`src/rtl/sort_pkg.sv`:
```
// Shared definitions for the compare-and-swap sorting path.
// The element width default is common to the sorter stages and the final merger.
package sort_pkg;

  // Default element width in bits (unsigned elements).
  localparam int SORT_WIDTH = 4;

  // One element of a sorted frame at the default width.
  typedef logic [SORT_WIDTH-1:0] elem_t;

  // Merge state:
  //   MERGE   both frames still open, compare heads and take the smaller one
  //   DRAIN_A B frame finished, pass the rest of A through
  //   DRAIN_B A frame finished, pass the rest of B through
  typedef enum logic [1:0] {
    MERGE   = 2'd0,
    DRAIN_A = 2'd1,
    DRAIN_B = 2'd2
  } merge_state_e;

endpackage

```
`src/rtl/sorted_stream_merger_order_checker.sv`:
```
// Per-stream non-decreasing check. Tracks the last accepted element of the
// current frame and flags any accepted element that is smaller than it.
module order_checker
  import sort_pkg::*;
#(
  parameter int WIDTH = SORT_WIDTH
) (
  input  logic             clk,
  input  logic             rst,
  input  logic             xfer,       // element accepted this cycle
  input  logic [WIDTH-1:0] data,       // accepted element
  input  logic             last,       // accepted element closes the frame
  output logic             violation   // accepted element breaks the ordering
);

  logic [WIDTH-1:0] prev;
  logic             first;

  // The first element of a frame has nothing to compare against.
  assign violation = xfer && !first && (data < prev);

  // Remember the last accepted element; a frame boundary re-arms 'first'.
  always_ff @(posedge clk) begin
    if (rst) begin
      prev  <= '0;
      first <= 1'b1;
    end else if (xfer) begin
      prev  <= data;
      first <= last;
    end
  end

endmodule

```
`src/rtl/sorted_stream_merger.sv`:
```
// Two-way streaming merge of ascending frames into one ascending frame.
//
// Handshake: every stream transfers on a rising edge where valid && ready.
// A source holds valid, data and last stable until that transfer. Ready
// here never depends on anything registered later than the current cycle:
// a_ready/b_ready are combinational from state, load and the input heads.
//
// One output slot (m_valid/m_data/m_last) is loaded by exactly one input
// transfer; an input is only accepted in a cycle where the slot can load.
module sorted_stream_merger
  import sort_pkg::*;
#(
  parameter int WIDTH = SORT_WIDTH
) (
  input  logic             clk,
  input  logic             rst,
  // stream A
  input  logic             a_valid,
  output logic             a_ready,
  input  logic [WIDTH-1:0] a_data,
  input  logic             a_last,
  // stream B
  input  logic             b_valid,
  output logic             b_ready,
  input  logic [WIDTH-1:0] b_data,
  input  logic             b_last,
  // merged stream
  output logic             m_valid,
  input  logic             m_ready,
  output logic [WIDTH-1:0] m_data,
  output logic             m_last,
  // sticky ordering error
  output logic             order_err,
  // current merge state, for observation
  output merge_state_e     state_dbg
);

  merge_state_e     state;
  merge_state_e     state_n;

  logic             load;      // output slot free or being emptied this cycle
  logic             a_le_b;    // head compare, ties favour A (stable merge)
  logic             a_take;    // A transfers this cycle
  logic             b_take;    // B transfers this cycle
  logic [WIDTH-1:0] sel_data;  // element loaded into the slot
  logic             sel_last;  // m_last for that element

  logic             viol_a;
  logic             viol_b;

  assign state_dbg = state;

  // Compare, ready generation, output select and next-state in one place.
  always_comb begin
    load     = !m_valid || m_ready;
    a_le_b   = (a_data <= b_data);
    a_ready  = 1'b0;
    b_ready  = 1'b0;
    sel_data = a_data;
    sel_last = 1'b0;
    state_n  = state;

    unique case (state)
      MERGE: begin
        // Only commit when both heads are known, so the choice is final.
        if (load && a_valid && b_valid) begin
          a_ready = a_le_b;
          b_ready = !a_le_b;
        end
        sel_data = a_le_b ? a_data : b_data;
        // Frame end is not reached in MERGE: the other stream still has data.
        sel_last = 1'b0;
      end
      DRAIN_A: begin
        a_ready  = load;
        sel_data = a_data;
        sel_last = a_last;
      end
      DRAIN_B: begin
        b_ready  = load;
        sel_data = b_data;
        sel_last = b_last;
      end
      default: begin
        state_n = MERGE;
      end
    endcase

    // Nothing is accepted while reset is held.
    if (rst) begin
      a_ready = 1'b0;
      b_ready = 1'b0;
    end

    a_take = a_valid && a_ready;
    b_take = b_valid && b_ready;

    // State moves on the edge of the transfer that ends a frame.
    unique case (state)
      MERGE: begin
        if (a_take && a_last) begin
          state_n = DRAIN_B;
        end else if (b_take && b_last) begin
          state_n = DRAIN_A;
        end
      end
      DRAIN_A: begin
        if (a_take && a_last) begin
          state_n = MERGE;
        end
      end
      DRAIN_B: begin
        if (b_take && b_last) begin
          state_n = MERGE;
        end
      end
      default: begin
        state_n = MERGE;
      end
    endcase
  end

  // Ordering is checked per stream; the data path ignores the result.
  order_checker #(.WIDTH(WIDTH)) u_check_a (
    .clk       (clk),
    .rst       (rst),
    .xfer      (a_take),
    .data      (a_data),
    .last      (a_last),
    .violation (viol_a)
  );

  order_checker #(.WIDTH(WIDTH)) u_check_b (
    .clk       (clk),
    .rst       (rst),
    .xfer      (b_take),
    .data      (b_data),
    .last      (b_last),
    .violation (viol_b)
  );

  // State register, output slot and sticky error flag.
  always_ff @(posedge clk) begin
    if (rst) begin
      state     <= MERGE;
      m_valid   <= 1'b0;
      m_data    <= '0;
      m_last    <= 1'b0;
      order_err <= 1'b0;
    end else begin
      state <= state_n;
      if (a_take || b_take) begin
        m_valid <= 1'b1;
        m_data  <= sel_data;
        m_last  <= sel_last;
      end else if (m_ready) begin
        m_valid <= 1'b0;
      end
      if (viol_a || viol_b) begin
        order_err <= 1'b1;
      end
    end
  end

endmodule
```
`config.mk`:
```
export PLATFORM = sky130hd
export DESIGN_NAME = sorted_stream_merger
export DESIGN_NICKNAME = d
export VERILOG_FILES = /design/src/rtl/sort_pkg.sv /design/src/rtl/sorted_stream_merger_order_checker.sv /design/src/rtl/sorted_stream_merger.sv
export SDC_FILE = /design/constraint.sdc
export NUM_CORES = 1
export LEC_CHECK = 0
export ABC_AREA = 1
export CAP_MARGIN = 0
export CORE_AREA = 2 2 55 57
export CTS_CLUSTER_DIAMETER = 200
export DETAILED_ROUTE_END_ITERATION = 10
export DIE_AREA = 0 0 57 59
export GPL_TIMING_DRIVEN = 0
export PLACE_DENSITY = 0.71
export SYNTH_ARGS = -nofsm -noshare
export SYNTH_HDL_FRONTEND = slang
export SYNTH_SLANG_ARGS = --single-unit
export TNS_END_PERCENT = 5
```
`constraint.sdc`:
```
create_clock -name clk -period 1.59 [get_ports clk]
set_clock_uncertainty 0.15 [all_clocks]
set_input_delay 0.159 -clock clk [delete_from_list [all_inputs] [get_ports clk]]
set_output_delay 0.159 -clock clk [all_outputs]
set_load 0.05 [all_outputs]
```
==> results of run 1 <==
layout make-up:
type                    instances  area share, %
clock buffers                   3           1.36
inverters                      26           6.35
multi-input cells             110           47.9
clock inverters                 1          0.302
repair buffers                 30           16.6
flip-flops and latches         19           23.4
plain buffers                   3           1.66
well taps                      31           2.34
power breakdown:
group / switching [mW] / internal [mW] / leakage, nW
sequential: 0.0376 / 0.538 / 0.156
clock: 0.152 / 0.0937 / 0.0177
combinational: 0.489 / 0.290 / 0.579
total: 0.679 / 0.922 / 0.753
kinds of logic after synthesis:
| family | share of synthesized area (%) |
|---|---|
| AOI/OAI and AO/OA | 18.1 |
| and+or+nand+nor | 24.7 |
| DFF | 32.4 |
| adders and majority gates | 13.9 |
| buffers and inverters | 10.9 |
flip-flops by register name, summed over array words and instances (netlist names):
signal           flops
m_data               4
u_check_a.prev       4
u_check_b.prev       4
state_dbg            2
m_last               1
m_valid              1
order_err            1
u_check_a.first      1
u_check_b.first      1
per-layer routing:
| metal | GRT usage [%] | share of wire (%) | vias to the layer above |
|---|---|---|---|
| li1 | - | - | 596 |
| met1 | 21.6 | 41 | 536 |
| met2 | 36.1 | 51 | 33 |
| met3 | 2.84 | 4.9 | 12 |
| met4 | 8.31 | 3.5 | 0 |
| met5 | 0 | 0 | - |
worst min-delay path by stage:
stage / startpoint / endpoint / slack [ns] / cells past startpoint
2_1_floorplan: rst / state_dbg[1]$_SDFFE_PP0P_ / 0.07 / 1
3_3_place_gp: u_check_a.first$_SDFFE_PP1P_ / order_err$_SDFFE_PP0P_ / 0.30 / 1
3_5_place_dp: u_check_a.first$_SDFFE_PP1P_ / order_err$_SDFFE_PP0P_ / 0.31 / 1
4_1_cts: b_data[1] / m_data[1]$_SDFFE_PP0P_ / 0.01 / 3
5_1_grt: b_data[1] / m_data[1]$_SDFFE_PP0P_ / 0.01 / 3
6_report: b_data[1] / m_data[1]$_SDFFE_PP0P_ / 0.008 / 3
cell usage after synthesis:
library cell	instances	area share [%]
a211oi_1	4	2.6
a21oi_1	8	3.4
a21oi_2	1	0.75
a21oi_4	1	1.4
buf_2	1	0.43
buf_6	2	1.9
dfxtp_1	19	32
ha_1	13	14
inv_1	23	7.4
inv_2	2	0.64
inv_4	1	0.53
nand2_1	28	9.0
nand2_2	2	1.1
nand2_4	1	0.96
nand3_1	13	5.5
nand3_2	1	0.85
nand4_1	2	1.1
nand4_2	1	1.1
nor2_1	12	3.8
nor2_2	1	0.53
nor3_2	1	0.85
o211ai_1	1	0.64
o21a_1	1	0.64
o21ai_0	2	0.85
o21ai_1	16	6.8
o31ai_2	1	1.1
timing repair:
action                                  CTS  global route
endpoints found under the setup margin   30            21
pin swaps                                12             3
gates resized for setup                  66             1
buffers inserted                          5             0
worst reg2reg max path, delay by kind of cell (launching register included):
kind | cells | cell delay, ns
fa+ha+maj | 1 | 0.15
buf+inv | 2 | 0.22
flops | 1 | 0.37
simple gates | 5 | 0.52
compound gates | 3 | 0.33
==> reports/qor_table.md, run 1 <==
| Metric | Reported |
|:---|:---|
| Initial core utilization | 43.3% |
| Area taken by multi-input logic gates | 793 µm² |
| Height of the die | 59 µm |
| Number of clock buffers inserted by TritonCTS | 3 |
| R2R setup slack | -0.20 ns |
| Final #Nets | 221 |
| Count of hold buffers inserted by post-cts repair | 0 |
| First-pass GRT wire length | 5080 µm |
| Worst reg2reg startpoint | state_dbg[0]$_SDFFE_PP0P_ |
| Failing checks | negative setup slack |
| Area of the core | 2710 µm² |
| Largest net degree at the start of global routing | 12 |
| Row count | 19 |
| Ordered cell list for the critical path | inv_4 > ha_4 > nand3_4 > nor2_4 > nand3_2 > a21oi_4 > buf_6 |
| Largest voltage drop on the vdd net | 0.000988 V |
| Slew headroom | 66.9% |
| Final global-route overflow total | 0 |
| Area of the die | 3360 µm² |
| RSZ-0062 raised after global routing | yes |
| Worst-margin pin slew | 0.499 ns |
| ANT nets after route | 0 |
| PwrDens | 967 nW/µm² |
| Yosys warnings | 0 |
| Setup slack after layout | -0.216 ns |
| Count of boundary I/O pins | 26 |
| Post-detail-place hpwl | 2200 µm |
| Total power draw | 1.60 mW |
| Via count of the first global-routing pass | 1,185 |
| Status | finished, violations left |
| Detailed Route Iter0 Violations | 20 |
| Post-route cell area | 1660 µm² |
| Cell area after placement | 1490 µm² |
| H-tree depth | 1 |
| Data arrival, critical path | 1.50 ns |
| Post-route setup TNS | -2.00 ns |
| Net count after synthesis | 186 |
| # fillers | 258 |
| Layout cells sized above 1 | 29.7% |
| Overall routing resource usage | 19.3% |
| Total placed cells including tap cells | 214 |
| Launching element of the worst setup path | state_dbg[0]$_SDFFE_PP0P_ |
| Clock Sink Count | 19 |
| CTS Root Cell | clkbuf_4 |
| Share of the clock period used by the worst path after layout | 114% |
| Highest-delay cell along the critical path | dfxtp_4 |
| Clock tree from TritonCTS | built |
| DP Worst Slack | -1.22 ns |
| Top cell family by delay on the critical path | flip-flops |
| Cell area after technology mapping | 1170 µm² |
| Per-cell routed wire length | 12.9 µm |
| Final hold viol count | 0 |
| Standby leakage power | 0.753 nW |
| Post-layout instance count excluding filler cells | 223 |
| Pre-antenna DRT Iters | 4 |
| Routed via count | 1,177 |
| Buffers added on ports | 25 |
| Area occupied by registers | 388 µm² |
| Class of the tightest hold or removal check | in -> reg |
| Post-synthesis average cell area | 7.43 µm² |
| Critical path endpoint | b_ready |
| Category of the critical setup timing path | reg -> out |
| Clk Latency, worst-skew pair | 0.30 ns |
| Required time reported for the critical path endpoint | 1.28 ns |
| Diode count | 0 |
| Pins Over Slew Limit | 0 |
| Endpoint of the most critical register-to-register path | order_err$_SDFFE_PP0P_ |
| Part of the Yosys area used for sequential elements | 32.4% |
| Time the final worst path needs with I/O delays and setup | 1.81 ns |
| Final Wtd Congestion | 0.836 |
| Kind of end point of the critical path | output port |
| Post-synth cell types | 26 |
| Register bit total from synthesis | 19 |
| Final cell utilization of the core | 61.1% |
| Number of buffers between clock root and the deepest sink | 2 |
| Delay contributed by the slowest stage of the critical path | 0.37 ns |
| Final number of setup-violating endpoints | 21 |
| P&R area growth vs syn | 41.0% |
| Most frequent standard cell in the layout excluding fill and tap cells | nand2_1 |
| Die width | 57 µm |
| Mean number of vias per cell | 5.28 |
| R2R depth | 11 |
| Gate count of the mapped netlist | 158 |
| Maximum clock rate | 0.554 GHz |
| Number of antenna violations at the first check in global routing | 0 |
| Worst path bufs/invs | 2 |
| Hold_ws | 0.00770 ns |
| Worst setup SP type | flop |
| Stages on the worst setup path | 7 |
| Detailed-route wire length | 2880 µm |
| MaxCap Viol Count | 0 |
| Largest driver fanout on the critical path | 3 |
| Clock-pin transition on the worst setup and hold timing paths | 0.11 ns |
| Most used cells in the layout excluding fill and tap cells | nand2_1, inv_1, dfxtp_1 |
| Post-route DRC violation count | 0 |
Power figures use the tool's default switching activity.
==> inputs of run 2 (changes only) <==
Settings changed: MAX_ROUTING_LAYER set to met4.
==> reports/qor_table.md, run 2 (synthesis results as in run 1) <==
| Metric | Reported | Delta |
|:---|:---|:---|
| Failing checks | negative setup slack |  |
| Data arrival, critical path | 1.92 ns | +0.42 ns |
| Post-detail-place hpwl | 2190 µm | -0.61% |
| Area of the die | 3360 µm² | unchanged |
| Required time reported for the critical path endpoint | 1.66 ns | +0.38 ns |
| CTS Root Cell | clkbuf_4 |  |
| Height of the die | 59 µm | unchanged |
| Final number of setup-violating endpoints | 21 | unchanged |
| Final cell utilization of the core | 62.9% | +1.8 points |
| Standby leakage power | 0.769 nW | +2.1% |
| Count of hold buffers inserted by post-cts repair | 0 | unchanged |
| Largest net degree at the start of global routing | 12 | unchanged |
| Class of the tightest hold or removal check | in -> reg |  |
| Final #Nets | 224 | +1.4% |
| Number of clock buffers inserted by TritonCTS | 3 | unchanged |
| Mean number of vias per cell | 5.26 | -0.41% |
| Total placed cells including tap cells | 214 | unchanged |
| Via count of the first global-routing pass | 1,177 | -0.68% |
| Largest driver fanout on the critical path | 7 | +4 |
| Most frequent standard cell in the layout excluding fill and tap cells | nand2_1 |  |
| MaxCap Viol Count | 0 | unchanged |
| Layout cells sized above 1 | 32.8% | +3.1 points |
| Area occupied by registers | 388 µm² | unchanged |
| Die width | 57 µm | unchanged |
| Worst-margin pin slew | 0.508 ns | +0.00897 ns |
| Diode count | 0 | unchanged |
| Most used cells in the layout excluding fill and tap cells | nand2_1, inv_1, dfxtp_1 |  |
| Pins Over Slew Limit | 0 | unchanged |
| Category of the critical setup timing path | reg -> reg |  |
| Post-route DRC violation count | 0 | unchanged |
| Post-route cell area | 1710 µm² | +3.0% |
| Largest voltage drop on the vdd net | 0.000836 V | -15% |
| Count of boundary I/O pins | 26 | unchanged |
| Clock tree from TritonCTS | built |  |
| Total power draw | 1.62 mW | +1.5% |
| Status | finished, violations left |  |
| Area taken by multi-input logic gates | 815 µm² | +2.7% |
| Time the final worst path needs with I/O delays and setup | 1.84 ns | +0.0382 ns |
| Final hold viol count | 0 | unchanged |
| Maximum clock rate | 0.542 GHz | -2.1% |
| Cell area after placement | 1490 µm² | unchanged |
| Endpoint of the most critical register-to-register path | order_err$_SDFFE_PP0P_ |  |
| First-pass GRT wire length | 5180 µm | +2.0% |
| Clk Latency, worst-skew pair | 0.31 ns | about the same |
| Buffers added on ports | 25 | unchanged |
| Final global-route overflow total | 0 | unchanged |
| Biggest registers after layout | m_data x4, u_check_a.prev x4, u_check_b.prev x4 |  |
| Clock Sink Count | 19 | unchanged |
| Number of buffers between clock root and the deepest sink | 2 | unchanged |
| Detailed-route wire length | 3070 µm | +6.6% |
| Initial core utilization | 43.3% | unchanged |
| PwrDens | 952 nW/µm² | -1.5% |
| Final Wtd Congestion | 0.855 | +2.3% |
| R2R depth | 11 | unchanged |
| Detailed Route Iter0 Violations | 13 | -35% |
| Setup slack after layout | -0.254 ns | -0.0382 ns |
| Row count | 19 | unchanged |
| Area of the core | 2710 µm² | unchanged |
| Number of antenna violations at the first check in global routing | 0 | unchanged |
| DP Worst Slack | -1.18 ns | +0.0416 ns |
| R2R setup slack | -0.25 ns | -0.05 ns |
| Worst reg2reg startpoint | state_dbg[0]$_SDFFE_PP0P_ |  |
| Slew headroom | 66.3% | -0.60 points |
| Kind of end point of the critical path | flop |  |
| Share of the clock period used by the worst path after layout | 116% | +2.4 points |
| Post-layout instance count excluding filler cells | 226 | +1.3% |
| Pre-antenna DRT Iters | 4 | unchanged |
| Critical path endpoint | order_err$_SDFFE_PP0P_ |  |
| # fillers | 252 | -2.3% |
| Launching element of the worst setup path | state_dbg[0]$_SDFFE_PP0P_ |  |
| Clock-pin transition on the worst setup and hold timing paths | 0.12 ns | about the same |
| H-tree depth | 1 | unchanged |
| P&R area growth vs syn | 45.3% |  |
| Routed via count | 1,188 | +0.93% |
| RSZ-0062 raised after global routing | yes |  |
| ANT nets after route | 0 | unchanged |
| Per-cell routed wire length | 13.6 µm | +5.2% |
| Worst setup SP type | flop |  |
| Overall routing resource usage | 20.4% | +1.2 points |
run 2: cell count changes in the layout (fill, tap and decap cells not counted), moves of 2 or more:
cell / previous run / this run
nand3_1: 7 / 5
buf_6: 5 / 7
o21ai_2: 2 / 4
o21ai_1: 15 / 13
nand3_2: 6 / 8
run 2: layer usage:
metal	global-route usage, %	vias up	routed length (µm)
met5	-	-	0
met4	7.64	0	53
met3	2.18	6	106
met2	38.1	26	1640
met1	22.3	556	1270
li1	-	600	-
run 2: critical path, stage by stage, from the launching register on:
cell	delay, ns
dfxtp_4	0.38
inv_4	0.06
ha_4	0.15
nand3_4	0.06
nor2_4	0.11
nand3_2	0.11
a21oi_4	0.17
nand2_2	0.11
buf_6	0.16
nor3_4	0.16
o21ai_2	0.07
o31ai_2	0.06
run 2: how the worst min path moves through the flow:
stage	from	to	cells after the start
after detailed placement	u_check_a.first$_SDFFE_PP1P_	order_err$_SDFFE_PP0P_	1
final	b_data[1]	m_data[1]$_SDFFE_PP0P_	3
after global placement	u_check_a.first$_SDFFE_PP1P_	order_err$_SDFFE_PP0P_	1
after floorplan	rst	state_dbg[1]$_SDFFE_PP0P_	1
after global routing	b_data[1]	u_check_b.prev[1]$_SDFFE_PP0P_	3
after CTS	b_data[1]	u_check_b.prev[1]$_SDFFE_PP0P_	3
run 2: per-stage QoR:
step | hold slack, ns | setup TNS, ns
floorplan | 0.0684 | -7.39
global placement | 0.296 | -15.72
detailed placement | 0.302 | -16.54
CTS | 0.00563 | -2.72
global route | 0.0273 | -4.73
finish | 0.00911 | -2.97
run 2: what timing repair did:
action                     CTS  global route
buffers inserted             8             0
gates resized for setup     67             6
setup endpoints to repair   30            21
pin swaps                   11             3
cloned                       0             0
run 2: area by class of cell:
class | instances | area share, %
multi-input cells | 110 | 47.8
flip-flops and latches | 19 | 22.7
repair buffers | 33 | 17.8
inverters | 26 | 6.16
well taps | 31 | 2.27
plain buffers | 3 | 1.61
clock buffers | 3 | 1.32
clock inverters | 1 | 0.293
run 2: power by group:
| group | internal, mW | switching [mW] |
|---|---|---|
| clock network | 0.0939 | 0.157 |
| registers | 0.538 | 0.0402 |
| logic | 0.297 | 0.498 |
==> inputs of run 3 (changes only) <==
--- a/config.mk
+++ b/config.mk
@@ -9,9 +9,9 @@
 export CAP_MARGIN = 0
-export CORE_AREA = 2 2 55 57
+export CORE_AREA = 2 2 58 60
 export CTS_CLUSTER_DIAMETER = 200
 export DETAILED_ROUTE_END_ITERATION = 10
-export DIE_AREA = 0 0 57 59
+export DIE_AREA = 0 0 60 62
 export GPL_TIMING_DRIVEN = 0
 export MAX_ROUTING_LAYER = met4
-export PLACE_DENSITY = 0.71
+export PLACE_DENSITY = 0.65
 export SYNTH_ARGS = -nofsm -noshare
==> constraint.sdc (replaced) <==
create_clock -name clk -period 1.59 [get_ports clk]
set_clock_uncertainty 0.15 [all_clocks]
set_input_delay 0.318 -clock clk [delete_from_list [all_inputs] [get_ports clk]]
set_output_delay 0.318 -clock clk [all_outputs]
set_load 0.05 [all_outputs]
==> reports/qor_table.md, run 3 (synthesis results as in run 1) <==
| Metric | Reported | Delta |
|:---|:---|:---|
| DP Worst Slack | -1.50 ns | -0.320 ns |
| Clock Sink Count | 19 | unchanged |
| Delay contributed by the slowest stage of the critical path | 0.38 ns | about the same |
| Post-detail-place hpwl | 2260 µm | +2.9% |
| Status | finished, violations left |  |
| Required time reported for the critical path endpoint | 1.12 ns | -0.54 ns |
| ANT nets after route | 0 | unchanged |
| H-tree depth | 1 | unchanged |
| Die width | 60 µm | +5.3% |
| Final hold viol count | 0 | unchanged |
| Per-cell routed wire length | 12.0 µm | -11% |
| Total power draw | 1.63 mW | +0.15% |
| Final Wtd Congestion | 0.868 | +1.6% |
| Share of the clock period used by the worst path after layout | 127% | +11 points |
| Pre-antenna DRT Iters | 4 | unchanged |
| MaxCap Viol Count | 0 | unchanged |
| Slew headroom | 67.8% | +1.5 points |
| Number of antenna violations at the first check in global routing | 0 | unchanged |
| Largest net degree at the start of global routing | 11 | -1 |
| Ordered cell list for the critical path | inv_4 > ha_4 > nand3_4 > nor2_4 > nand3_2 > a21oi_4 > buf_6 |  |
| Number of clock buffers inserted by TritonCTS | 3 | unchanged |
| Worst reg2reg startpoint | state_dbg[1]$_SDFFE_PP0P_ |  |
| Largest driver fanout on the critical path | 3 | -4 |
| Launch point of the worst hold path | b_data[3] |  |
| Combinational Power Share | 48.5% | -0.4 points |
| Height of the die | 62 µm | +5.1% |
| Worst-margin pin slew | 0.486 ns | -0.0222 ns |
| Failing checks | negative setup slack |  |
| Area of the die | 3720 µm² | +11% |
| First-pass GRT wire length | 4720 µm | -8.9% |
| Cell area after placement | 1570 µm² | +5.2% |
| Largest voltage drop on the vdd net | 0.000601 V | -28% |
| Clk Latency, worst-skew pair | 0.32 ns | about the same |
| Detailed-route wire length | 2890 µm | -5.9% |
| Clock group share of total power | 16.0% | +0.5 points |
| R2R setup slack | -0.34 ns | -0.09 ns |
| Worst Hold Endpoint | m_data[3]$_SDFFE_PP0P_ |  |
| Row count | 21 | +2 |
| Standby leakage power | 0.714 nW | -7.1% |
| Via count of the first global-routing pass | 1,138 | -3.3% |
| Count of hold buffers inserted by post-cts repair | 0 | unchanged |
| Final number of setup-violating endpoints | 22 | +4.8% |
| Post-route DRC violation count | 0 | unchanged |
| Net Sw Frac | 42.3% | -0.45 points |
| Number of buffers between clock root and the deepest sink | 2 | unchanged |
| Final cell utilization of the core | 53.4% | -9.5 points |
| Mean number of vias per cell | 4.80 | -8.8% |
| Data arrival, critical path | 1.55 ns | -0.37 ns |
| Biggest registers after layout | m_data x4, u_check_a.prev x4, u_check_b.prev x4 |  |
| Clock tree from TritonCTS | built |  |
| Internal power of the cells | 0.937 mW | +0.93% |
| P&R area growth vs syn | 44.8% |  |
| Class of the tightest hold or removal check | in -> reg |  |
| Diode count | 0 | unchanged |
| Count of boundary I/O pins | 26 | unchanged |
| Initial core utilization | 36.9% | -6.4 points |
| Final #Nets | 223 | -0.45% |
| Routed via count | 1,151 | -3.1% |
| Time the final worst path needs with I/O delays and setup | 2.02 ns | +0.171 ns |
| Clock-pin transition on the worst setup and hold timing paths | 0.12 ns | about the same |
| Endpoint of the most critical register-to-register path | m_data[0]$_SDFFE_PP0P_ |  |
| Category of the critical setup timing path | reg -> out |  |
| Sequential share of power | 35.5% | about the same |
| Post-route cell area | 1700 µm² | -0.37% |
| Highest-delay cell along the critical path | dfxtp_4 |  |
| Buffers added on ports | 25 | unchanged |
| Pins Over Slew Limit | 0 | unchanged |
| RSZ-0062 raised after global routing | yes |  |
| Setup slack after layout | -0.425 ns | -0.171 ns |
| Most frequent standard cell in the layout excluding fill and tap cells | nand2_1 |  |
| Detailed Route Iter0 Violations | 24 | +11 |
| Worst setup SP type | flop |  |
| Final global-route overflow total | 0 | unchanged |
| CTS Root Cell | clkbuf_4 |  |
| Overall routing resource usage | 17.7% | -2.7 points |
| PwrDens | 957 nW/µm² | +0.51% |
| Hold path depth | 3 | unchanged |
| Kind of end point of the critical path | output port |  |
| Most used cells in the layout excluding fill and tap cells | nand2_1, inv_1, dfxtp_1 |  |
| Power dissipated by switching net loads | 0.689 mW | -0.91% |
| R2R depth | 12 | +1 |
| Area of the core | 3180 µm² | +17% |
| Layout cells sized above 1 | 35.6% | +2.7 points |
| Maximum clock rate | 0.496 GHz | -8.5% |
| Hold_ws | 0.124 ns | +0.114 ns |
==> run 3: stage by stage <==
stage	TNS, ns	instances
after floorplan	-8.30	158
after global placement	-19.21	229
after detailed placement	-19.92	229
after CTS	-4.14	238
after global routing	-6.86	240
final	-5.13	240
==> run 3: timing repair <==
item | in CTS | in global routing
pin swaps | 7 | 5
endpoints found under the setup margin | 30 | 22
resized for setup | 83 | 11
buffers inserted | 5 | 2
==> run 3: worst max path at each step <==
stage / startpoint / end / slack (ns) / cells after the start
final: state_dbg[1]$_SDFFE_PP0P_ / b_ready / -0.43 / 7
after floorplan: b_data[2] / m_data[0]$_SDFFE_PP0P_ / -0.51 / 14
after global placement: b_data[2] / a_ready / -1.47 / 11
after detailed placement: b_data[2] / a_ready / -1.50 / 11
after CTS: state_dbg[0]$_SDFFE_PP0P_ / b_ready / -0.39 / 7
after global routing: state_dbg[1]$_SDFFE_PP0P_ / b_ready / -0.47 / 7
==> run 3: metal layers <==
layer | GRT usage (%) | wire length (µm)
met1 | 19.9 | 1180
met5 | - | 0
met3 | 2.90 | 135
met4 | 7.62 | 45
met2 | 31.1 | 1520
==> run 3: layout make-up <==
type | instances | area, µm²
plain buffers | 3 | 27.5
clock buffers | 4 | 26.3
fillers | 306 | 1480
inverters | 26 | 105
multi-input cells | 110 | 816
flip-flops and latches | 19 | 388
well taps | 46 | 57.6
repair buffers | 32 | 279
==> run 3: worst max-delay path, delay by kind of cell (launching register included) <==
family	cells	cell delay (ns)
simple gates	3	0.31
buf+inv	2	0.24
flops	1	0.38
fa+ha+maj	1	0.14
compound gates	1	0.16
==> run 3: power groups by stage <==
stage	Sequential (mW)	Clock, mW	Combinational, mW
4_1_cts	0.579	0.256	0.758
3_5_place_dp	0.586	0	0.716
5_1_grt	0.586	0.280	0.863
2_1_floorplan	0.695	0	0.399
3_3_place_gp	0.583	0	0.705
6_report	0.577	0.260	0.788
